### src/rtl/uart_defs_pkg.sv
// Shared UART definitions: receiver/transmitter FSM state encoding and default bit timing.
package uart_defs_pkg;

    typedef enum logic [2:0] {
        IDLE      = 3'd0,
        START     = 3'd1,
        DATA      = 3'd2,
        STOP      = 3'd3,
        WAIT_HIGH = 3'd4
    } uart_state_t;

    // 100 MHz system clock at 115200 baud
    localparam int unsigned DEFAULT_CLKS_PER_BIT = 868;

endpackage

### src/rtl/sync2.sv
// Two-flop synchroniser for a single asynchronous input, with selectable reset value.
module sync2 #(
    parameter logic RST_VAL = 1'b1
) (
    input  logic clk,
    input  logic rst_n,
    input  logic d,
    output logic q
);

    logic meta;

    always_ff @(posedge clk or negedge rst_n) begin
        if (!rst_n) begin
            meta <= RST_VAL;
            q    <= RST_VAL;
        end else begin
            meta <= d;
            q    <= meta;
        end
    end

endmodule

### src/rtl/ascii_uart_rx.sv
// 8N1 UART receiver with mid-bit sampling, frame check, one-byte holding register
// and sticky overrun flag; feeds the letter-case converter's character input.
module ascii_uart_rx
    import uart_defs_pkg::*;
#(
    parameter int unsigned CLKS_PER_BIT = DEFAULT_CLKS_PER_BIT
) (
    input  logic       clk,
    input  logic       rst_n,
    input  logic       rx,
    output logic [7:0] rx_data,
    output logic       rx_valid,
    input  logic       rx_ready,
    output logic       frame_err,
    output logic       overrun,
    output logic       busy
);

    localparam int unsigned    CW      = $clog2(CLKS_PER_BIT);
    localparam logic [CW-1:0]  HALF_M1 = CW'(CLKS_PER_BIT / 2 - 1);
    localparam logic [CW-1:0]  FULL_M1 = CW'(CLKS_PER_BIT - 1);

    logic          rxs;
    uart_state_t   state;
    logic [CW-1:0] cnt;
    logic [2:0]    idx;
    logic [7:0]    shreg;

    sync2 #(.RST_VAL(1'b1)) u_sync (
        .clk   (clk),
        .rst_n (rst_n),
        .d     (rx),
        .q     (rxs)
    );

    always_ff @(posedge clk or negedge rst_n) begin
        if (!rst_n) begin
            state     <= IDLE;
            cnt       <= '0;
            idx       <= '0;
            shreg     <= '0;
            rx_data   <= '0;
            rx_valid  <= 1'b0;
            frame_err <= 1'b0;
            overrun   <= 1'b0;
            busy      <= 1'b0;
        end else begin
            frame_err <= 1'b0;
            // A delivery later in this block overrides the handshake clear.
            if (rx_valid && rx_ready)
                rx_valid <= 1'b0;

            case (state)
                IDLE: begin
                    if (!rxs) begin
                        cnt   <= HALF_M1;
                        state <= START;
                        busy  <= 1'b1;
                    end
                end
                START: begin
                    if (cnt != '0) begin
                        cnt <= cnt - 1'b1;
                    end else if (!rxs) begin
                        cnt   <= FULL_M1;
                        idx   <= '0;
                        state <= DATA;
                    end else begin
                        state <= IDLE;
                        busy  <= 1'b0;
                    end
                end
                DATA: begin
                    if (cnt != '0) begin
                        cnt <= cnt - 1'b1;
                    end else begin
                        shreg[idx] <= rxs;
                        cnt        <= FULL_M1;
                        idx        <= idx + 1'b1;
                        if (idx == 3'd7)
                            state <= STOP;
                    end
                end
                STOP: begin
                    if (cnt != '0) begin
                        cnt <= cnt - 1'b1;
                    end else if (rxs) begin
                        if (!rx_valid || rx_ready) begin
                            rx_data  <= shreg;
                            rx_valid <= 1'b1;
                        end else begin
                            overrun <= 1'b1;
                        end
                        state <= IDLE;
                        busy  <= 1'b0;
                    end else begin
                        frame_err <= 1'b1;
                        state     <= WAIT_HIGH;
                    end
                end
                WAIT_HIGH: begin
                    if (rxs) begin
                        state <= IDLE;
                        busy  <= 1'b0;
                    end
                end
                default: begin
                    state <= IDLE;
                    busy  <= 1'b0;
                end
            endcase
        end
    end

endmodule

### config.mk
export PLATFORM = sky130hd
export DESIGN_NAME = ascii_uart_rx
export DESIGN_NICKNAME = d
export VERILOG_FILES = /design/src/rtl/uart_defs_pkg.sv /design/src/rtl/sync2.sv /design/src/rtl/ascii_uart_rx.sv
export SDC_FILE = /design/constraint.sdc
export NUM_CORES = 1
export LEC_CHECK = 0
export CORE_MARGIN = 8
export CORE_UTILIZATION = 45
export DETAILED_ROUTE_END_ITERATION = 16
export PLACE_DENSITY = 0.64
export SLEW_MARGIN = 20
export SYNTH_ARGS = -nofsm -noshare
export SYNTH_HDL_FRONTEND = slang
export SYNTH_SLANG_ARGS = --single-unit
### constraint.sdc
create_clock -name clk -period 5.7 [get_ports clk]
set_clock_uncertainty 0.15 [all_clocks]
set_input_delay 0.855 -clock clk [delete_from_list [all_inputs] [get_ports clk]]
set_output_delay 0.855 -clock clk [all_outputs]
set_load 0.05 [all_outputs]
==> summary.md, run 1 <==
| Metric | Value |
|---|---|
| Status | completed |
| 1st-pass router iterations | 4 |
| Post-detail-place hpwl | 2.711 mm |
| CTS buffer count | 5 |
| H-tree depth | 2 |
| Endpoints failing setup | 0 |
| Avg Vias per Cell | 5.886 |
| Crit. End Element | register |
| Synth-to-layout area growth | 15.36% |
| Clock transition at path regs | 0.07 ns |
| Fin nets | 192 |
| CTS tree | done |
| Post-CTS Resized | 0 |
| Mapped Cells | 170 |
| Filler cell count | 368 |
| Port bufs | 15 |
| RR Startpoint | cnt[0] |
| Core area | 0.004029 mm² |
| First-pass GRT wire length | 7.038 mm |
| Root buffer cell | clkbuf_8 |
| Vias | 1389 |
| LEAKAGE | 0.9844 nW |
| Least-Margin Pin Slew | 0.9688 ns |
| Max Root-Sink Buffers | 2 |
| Yosys warnings | 0 |
| Peak Freq | 0.3646 GHz |
| Max VDD drop | 157.6 µV |
| Post-route cell area | 0.002180 mm² |
| Place WS | 2.999 ns |
| Post-synth EDFFs | 0 |
| CP Max Fanout | 12 |
| Layout cells sized above 1 | 19.35% |
| Tcrit/Tclk final | 48.12% |
| Post-synth ARST share | 100.0% |
| Yosys top cell area share | 47.68% |
| Placed cell areas | 0.002063 mm² |
| Fin. Hold Viols | 0 |
| Diodes inserted | 0 |
| Slew Viols, Final | 0 |
| Area of the mapped netlist | 0.001889 mm² |
| Main synth FF type | dfrtp_1 |
| Mapped Nets | 177 |
| Die Span X | 80.80 µm |
| Final wirelength | 3.970 mm |
| Cts hold-fix bufs | 0 |
| Tmin final | 2.743 ns |
| WP data required | 5.73 ns |
| Iteration-0 DRC Markers | 79 |
| Number of routed nets with antenna violations | 0 |
| Synth cell types | 54 |
| Final GP Congestion | 0.8910 |
| HP Start | u_sync.meta |
| Synthesized flop and latch total | 38 |
| Seq/Total Area, Yosys | 50.46% |
| Largest net degree at the start of global routing | 39 |
| Final TNS setup | 0 ns |
| Slack of the critical path | 2.957 ns |
| Die area | 0.006528 mm² |
| Chip height | 80.80 µm |
| Vias in the first global route | 1400 |
| All-Layer GR Usage | 13.70% |
| Clock Sinks | 38 |
| Drt drc | 0 |
| CP Launch Point | cnt[0] |
| Initial Utilization | 46.89% |
| CP arrival | 2.77 ns |
| Core Rows | 23 |
| Top cells by area, synth | dfrtp_1 (48%), mux2_2 (9.5%), dfstp_2 (2.8%) |
| RSZ-0062 raised after global routing | false |
| Fin util | 54.10% |
| I/O pins | 16 |
| Setup CP Type | reg2reg |
| Rel. slew slack | 34.82% |
| Cell taking the most area after synthesis | dfrtp_1 |
| Post-synth top cells | dfrtp_1 (36), mux2_2 (16), nor2_1 (12) |
| Most frequent cell after synthesis | dfrtp_1 |
| Startpoint types | register |
| Avg Cell Area, Syn | 11.11 µm² |
| Per-cell routed wire length | 16.82 µm |
| Worst min-delay path class | reg2reg |
| PD cells | 237.1 mW/mm² |
| Min Hold Slack | 0.2128 ns |
| Insertion delay to the later sink of the worst-skew pair | 0.29 ns |
| Max-cap check violation count | 0 |
| Grt total ovfl | 0 |
| Initial antenna violation count | 0 |
| Setup bufs post-CTS | 0 |
worst paths after layout:
check                        endpoint  slack (ns)  depth (start not counted)
max                        rx_data[0]        2.96                          7
min                          u_sync.q        0.21                          0
max reg2reg                rx_data[0]        2.96                          7
min reg2reg                  u_sync.q        0.21                          0
max in group asynchronous      idx[1]        4.38                          1
min in group asynchronous      cnt[5]        0.50                          1
final cells by class:
cell class	instances	area, µm²	share of cell area, %
clock buffer	7	86.33	3.961
tap	50	62.56	2.870
inverter	7	26.28	1.206
multi-input combinational	117	868.3	39.84
sequential	38	953.4	43.74
timing repair buffer	16	152.6	7.003
clock inverter	1	30.03	1.378
routing by layer:
| layer | global-route usage, % | vias to the layer above | part of all wire (%) |
|---|---|---|---|
| met5 | 0 | - | 0 |
| met3 | 4.305 | 6 | 4.4 |
| met4 | 5.000 | 0 | 1.6 |
| met1 | 18.62 | 681 | 50 |
| li1 | - | 672 | - |
| met2 | 20.05 | 30 | 44 |
worst max-delay path, cell delays in order, from the launching register on:
cell     delay (ns)
dfrtp_1        0.42
inv_1          0.07
ha_1           0.18
or3b_1         0.50
nor3_1         0.23
buf_4          0.21
and4_1         0.46
mux2_2         0.39
placed cells by master, fill, tap and decap left out, types with 5 or more instances in the layout:
| cell | count |
|---|---|
| clkbuf_8 | 6 |
| nor2_1 | 12 |
| o21ai_0 | 9 |
| nor2b_1 | 6 |
| nor3_1 | 6 |
| mux2_2 | 16 |
| clkdlybuf4s50_1 | 14 |
| inv_1 | 6 |
| dfrtp_1 | 36 |
| nand4_1 | 5 |
cells by family (layout without fill, tap and decap cells):
logic type	after synthesis	count (layout)	synth area share (%)
adders and majority gates	4	4	2.517
DFF	38	38	50.46
and+or+nand+nor	56	56	17.22
buffers and inverters	15	31	3.575
muxes	17	17	10.33
xor gates and xnor gates	1	1	0.4637
AOI/OAI and AO/OA	39	39	15.43
sequential cells by signal (all words and copies together) (netlist names):
name         count
busy             1
cnt             10
frame_err        1
idx              3
overrun          1
rx_data          8
rx_valid         1
shreg            8
state            3
u_sync.meta      1
u_sync.q         1
power breakdown:
group	switching, mW	internal (mW)
logic	0.00609	0.00191
registers	0.00159	0.271
clock network	0.0938	0.143
per-stage QoR:
stage,total power [mW],std cells
6_report,0.5168,236
5_1_grt,0.5377,236
4_1_cts,0.5251,236
3_5_place_dp,0.2860,228
3_3_place_gp,0.2857,228
2_1_floorplan,0.2782,170
Note: power is estimated with default switching activity, not from simulation.
==> inputs of run 2 (changes only) <==
- PLACE_DENSITY: 0.64 -> 0.66
- clock period: 5.7 -> 2.4 ns (I/O delays scaled with it)
==> summary.md, run 2 (synthesis gave the netlist of run 1 again) <==
| Metric | Value |
|---|---|
| GR Layer Usage met2 | 18.36% (-1.7 points) |
| GRT busiest layer | met2 |
| Internal | 0.9865 mW (+140%) |
| Post-route cell area | 0.002297 mm² (+5.4%) |
| Initial antenna violation count | 0 (unchanged) |
| Per-cell routed wire length | 16.80 µm (-0.15%) |
| Insertion delay to the later sink of the worst-skew pair | 0.29 ns (about the same) |
| Non-filler cells, final | 246 (+4.2%) |
| Max stage delay on crit path | 0.40 ns (-0.10 ns) |
| Tmin final | 2.346 ns (-0.3974 ns) |
| Max VDD drop | 376.3 µV (+140%) |
| 1st-pass router iterations | 4 (unchanged) |
| Met3 usage in global routing | 4.967% (+0.66 points) |
| Net switching power figure | 0.2363 mW (+130%) |
| Core Rows | 23 (unchanged) |
| Cells after DPL | 236 (+3.5%) |
| Final TNS setup | 0 ns (unchanged) |
| CP Max Fanout | 5 (-7) |
| PD cells | 532.3 mW/mm² (+120%) |
| Commonest non-fill, non-tap cell in the layout | dfrtp_1 |
| CTS tree | done |
| Met1 Use GR | 18.00% (-0.62 points) |
| Number of routed nets with antenna violations | 0 (unchanged) |
| Endpoints failing setup | 0 (unchanged) |
| Iteration-0 DRC Markers | 104 (+32%) |
| Top Registers | cnt x10, rx_data x8, shreg x8 |
| Seq pwr share | 52.9% (+0.2 points) |
| Final wirelength | 4.132 mm (+4.1%) |
| RSZ-0062 raised after global routing | false |
| Core area | 0.004029 mm² (unchanged) |
| Port bufs | 15 (unchanged) |
| Slack of the critical path | 0.05442 ns (-2.903 ns) |
| Max reg flops | 10 (unchanged) |
| All-Layer GR Usage | 13.35% (-0.35 points) |
| Fin. Hold Viols | 0 (unchanged) |
| Initial Utilization | 46.89% (unchanged) |
| Vias | 1458 (+5.0%) |
| Fin nets | 202 (+5.2%) |
| Startpoint types | register |
| Die Span X | 80.80 µm (unchanged) |
| LEAKAGE | 1.045 nW (+6.2%) |
| Fin util | 57.02% (+2.9 points) |
| Placed cell areas | 0.002136 mm² (+3.5%) |
| CP arrival | 2.38 ns (-0.39 ns) |
| Root buffer cell | clkbuf_8 |
| Synth-to-layout area growth | 21.59% |
| Least-Margin Pin Slew | 0.8240 ns (-0.1448 ns) |
| Status | completed |
| Rel. slew slack | 45.07% (+10 points) |
| Place WS | -0.01579 ns (-3.015 ns) |
| Clock Sinks | 38 (unchanged) |
| Worst path cell trace | inv_1, ha_4, or3b_4, or3_4, or3_4, mux2_4 |
| Diodes inserted | 0 (unchanged) |
| Peak Freq | 0.4263 GHz (+17%) |
| Power share of the combinational group | 1.5% (about the same) |
| Final GP Congestion | 0.9017 (+1.2%) |
| First-pass GRT wire length | 6.789 mm (-3.5%) |
| H-tree depth | 2 (unchanged) |
| Max Root-Sink Buffers | 2 (unchanged) |
| Crit. End Element | register |
| Clock Power Share | 45.6% (about the same) |
| Slew Viols, Final | 0 (unchanged) |
| Grt total ovfl | 0 (unchanged) |
| Chip height | 80.80 µm (unchanged) |
| Sw Share | 19.32% (-0.31 points) |
| Vias in the first global route | 1394 (-0.43%) |
| CTS buffer count | 5 (unchanged) |
| Die area | 0.006528 mm² (unchanged) |
| Post-detail-place hpwl | 2.882 mm (+6.3%) |
| Top reg by flops | cnt |
| I/O pins | 16 (unchanged) |
| Worst min-delay path class | in2async |
| Setup CP Type | reg2reg |
| Most frequent cells in the layout | dfrtp_1 (36), mux2_2 (16), clkdlybuf4s50_1 (14) |
| Tcrit/Tclk final | 97.73% (+50 points) |
| Avg Vias per Cell | 5.927 (+0.70%) |
| Largest net degree at the start of global routing | 39 (unchanged) |
| Max-cap check violation count | 0 (unchanged) |
| Slowest-stage cell, CP | or3b_4 |
| Most frequent CP cell | or3_4 |
| Layout cells sized above 1 | 26.02% (+6.7 points) |
| Drt drc | 0 (unchanged) |
| WP data required | 2.43 ns (-3.30 ns) |
| Clock transition at path regs | 0.07 ns (about the same) |
-- run 2: area by class of cell --
class                      count  area (µm²)
inverter                       7       26.28
sequential                    38       953.4
multi-input combinational    117       898.4
clock buffer                   7       86.33
timing repair buffer          26       240.2
clock inverter                 1       30.03
tap                           50       62.56
fill                         328        1732
-- run 2: repair_timing --
| item | in CTS | in global routing |
|---|---|---|
| buffers inserted | 0 | 2 |
| gates resized for setup | 1 | 6 |
| hold buffers | 0 | 0 |
| pin swaps | 0 | 2 |
| setup endpoints to repair | 2 | 16 |
-- run 2: worst paths after layout --
| kind | start | slack (ns) | to | cells past startpoint |
|---|---|---|---|---|
| worst max-delay path | cnt[1] | 0.05 | idx[0] | 6 |
| worst min-delay path | rst_n | 0.008 | cnt[7] | 1 |
| worst max register to register | cnt[1] | 0.05 | idx[0] | 6 |
| worst min register to register | u_sync.meta | 0.21 | u_sync.q | 0 |
| max in group asynchronous | rst_n | 1.56 | cnt[5] | 1 |
| min in group clk | u_sync.meta | 0.21 | u_sync.q | 0 |
-- run 2: power by group through the flow --
stage / combinational [mW] / sequential, mW / clock [mW]
4_1_cts: 0.0199 / 0.647 / 0.571
6_report: 0.0189 / 0.647 / 0.557
3_3_place_gp: 0.0195 / 0.659 / 0
2_1_floorplan: 0.00440 / 0.656 / 0
3_5_place_dp: 0.0199 / 0.659 / 0
5_1_grt: 0.0227 / 0.647 / 0.599
-- run 2: worst max-delay path, delay by kind of cell, from the launching register on --
family / cells / cell delay [ns]
DFF: 1 / 0.38
muxes: 1 / 0.26
adders and majority gates: 1 / 0.15
and+or+nand+nor: 3 / 1.17
buffers and inverters: 1 / 0.11
-- run 2: through the flow --
step / hold slack [ns] / power (mW)
floorplan: -0.08559 / 0.6608
global placement: 0.1972 / 0.6785
detailed placement: 0.2027 / 0.6790
CTS: 0.04264 / 1.238
global route: 0.08124 / 1.269
finish: 0.007530 / 1.223
-- run 2: metal layers --
layer | vias up | wire length [µm]
met5 | - | 0
met4 | 0 | 89
met3 | 13 | 351
met2 | 59 | 1819
met1 | 699 | 1871
li1 | 687 | -
==> inputs of run 3 (changes only) <==
- CTS_CLUSTER_SIZE: default -> 24
==> results of run 3 <==
No change in the layout: final DEF, timing and power equal those of run 2.
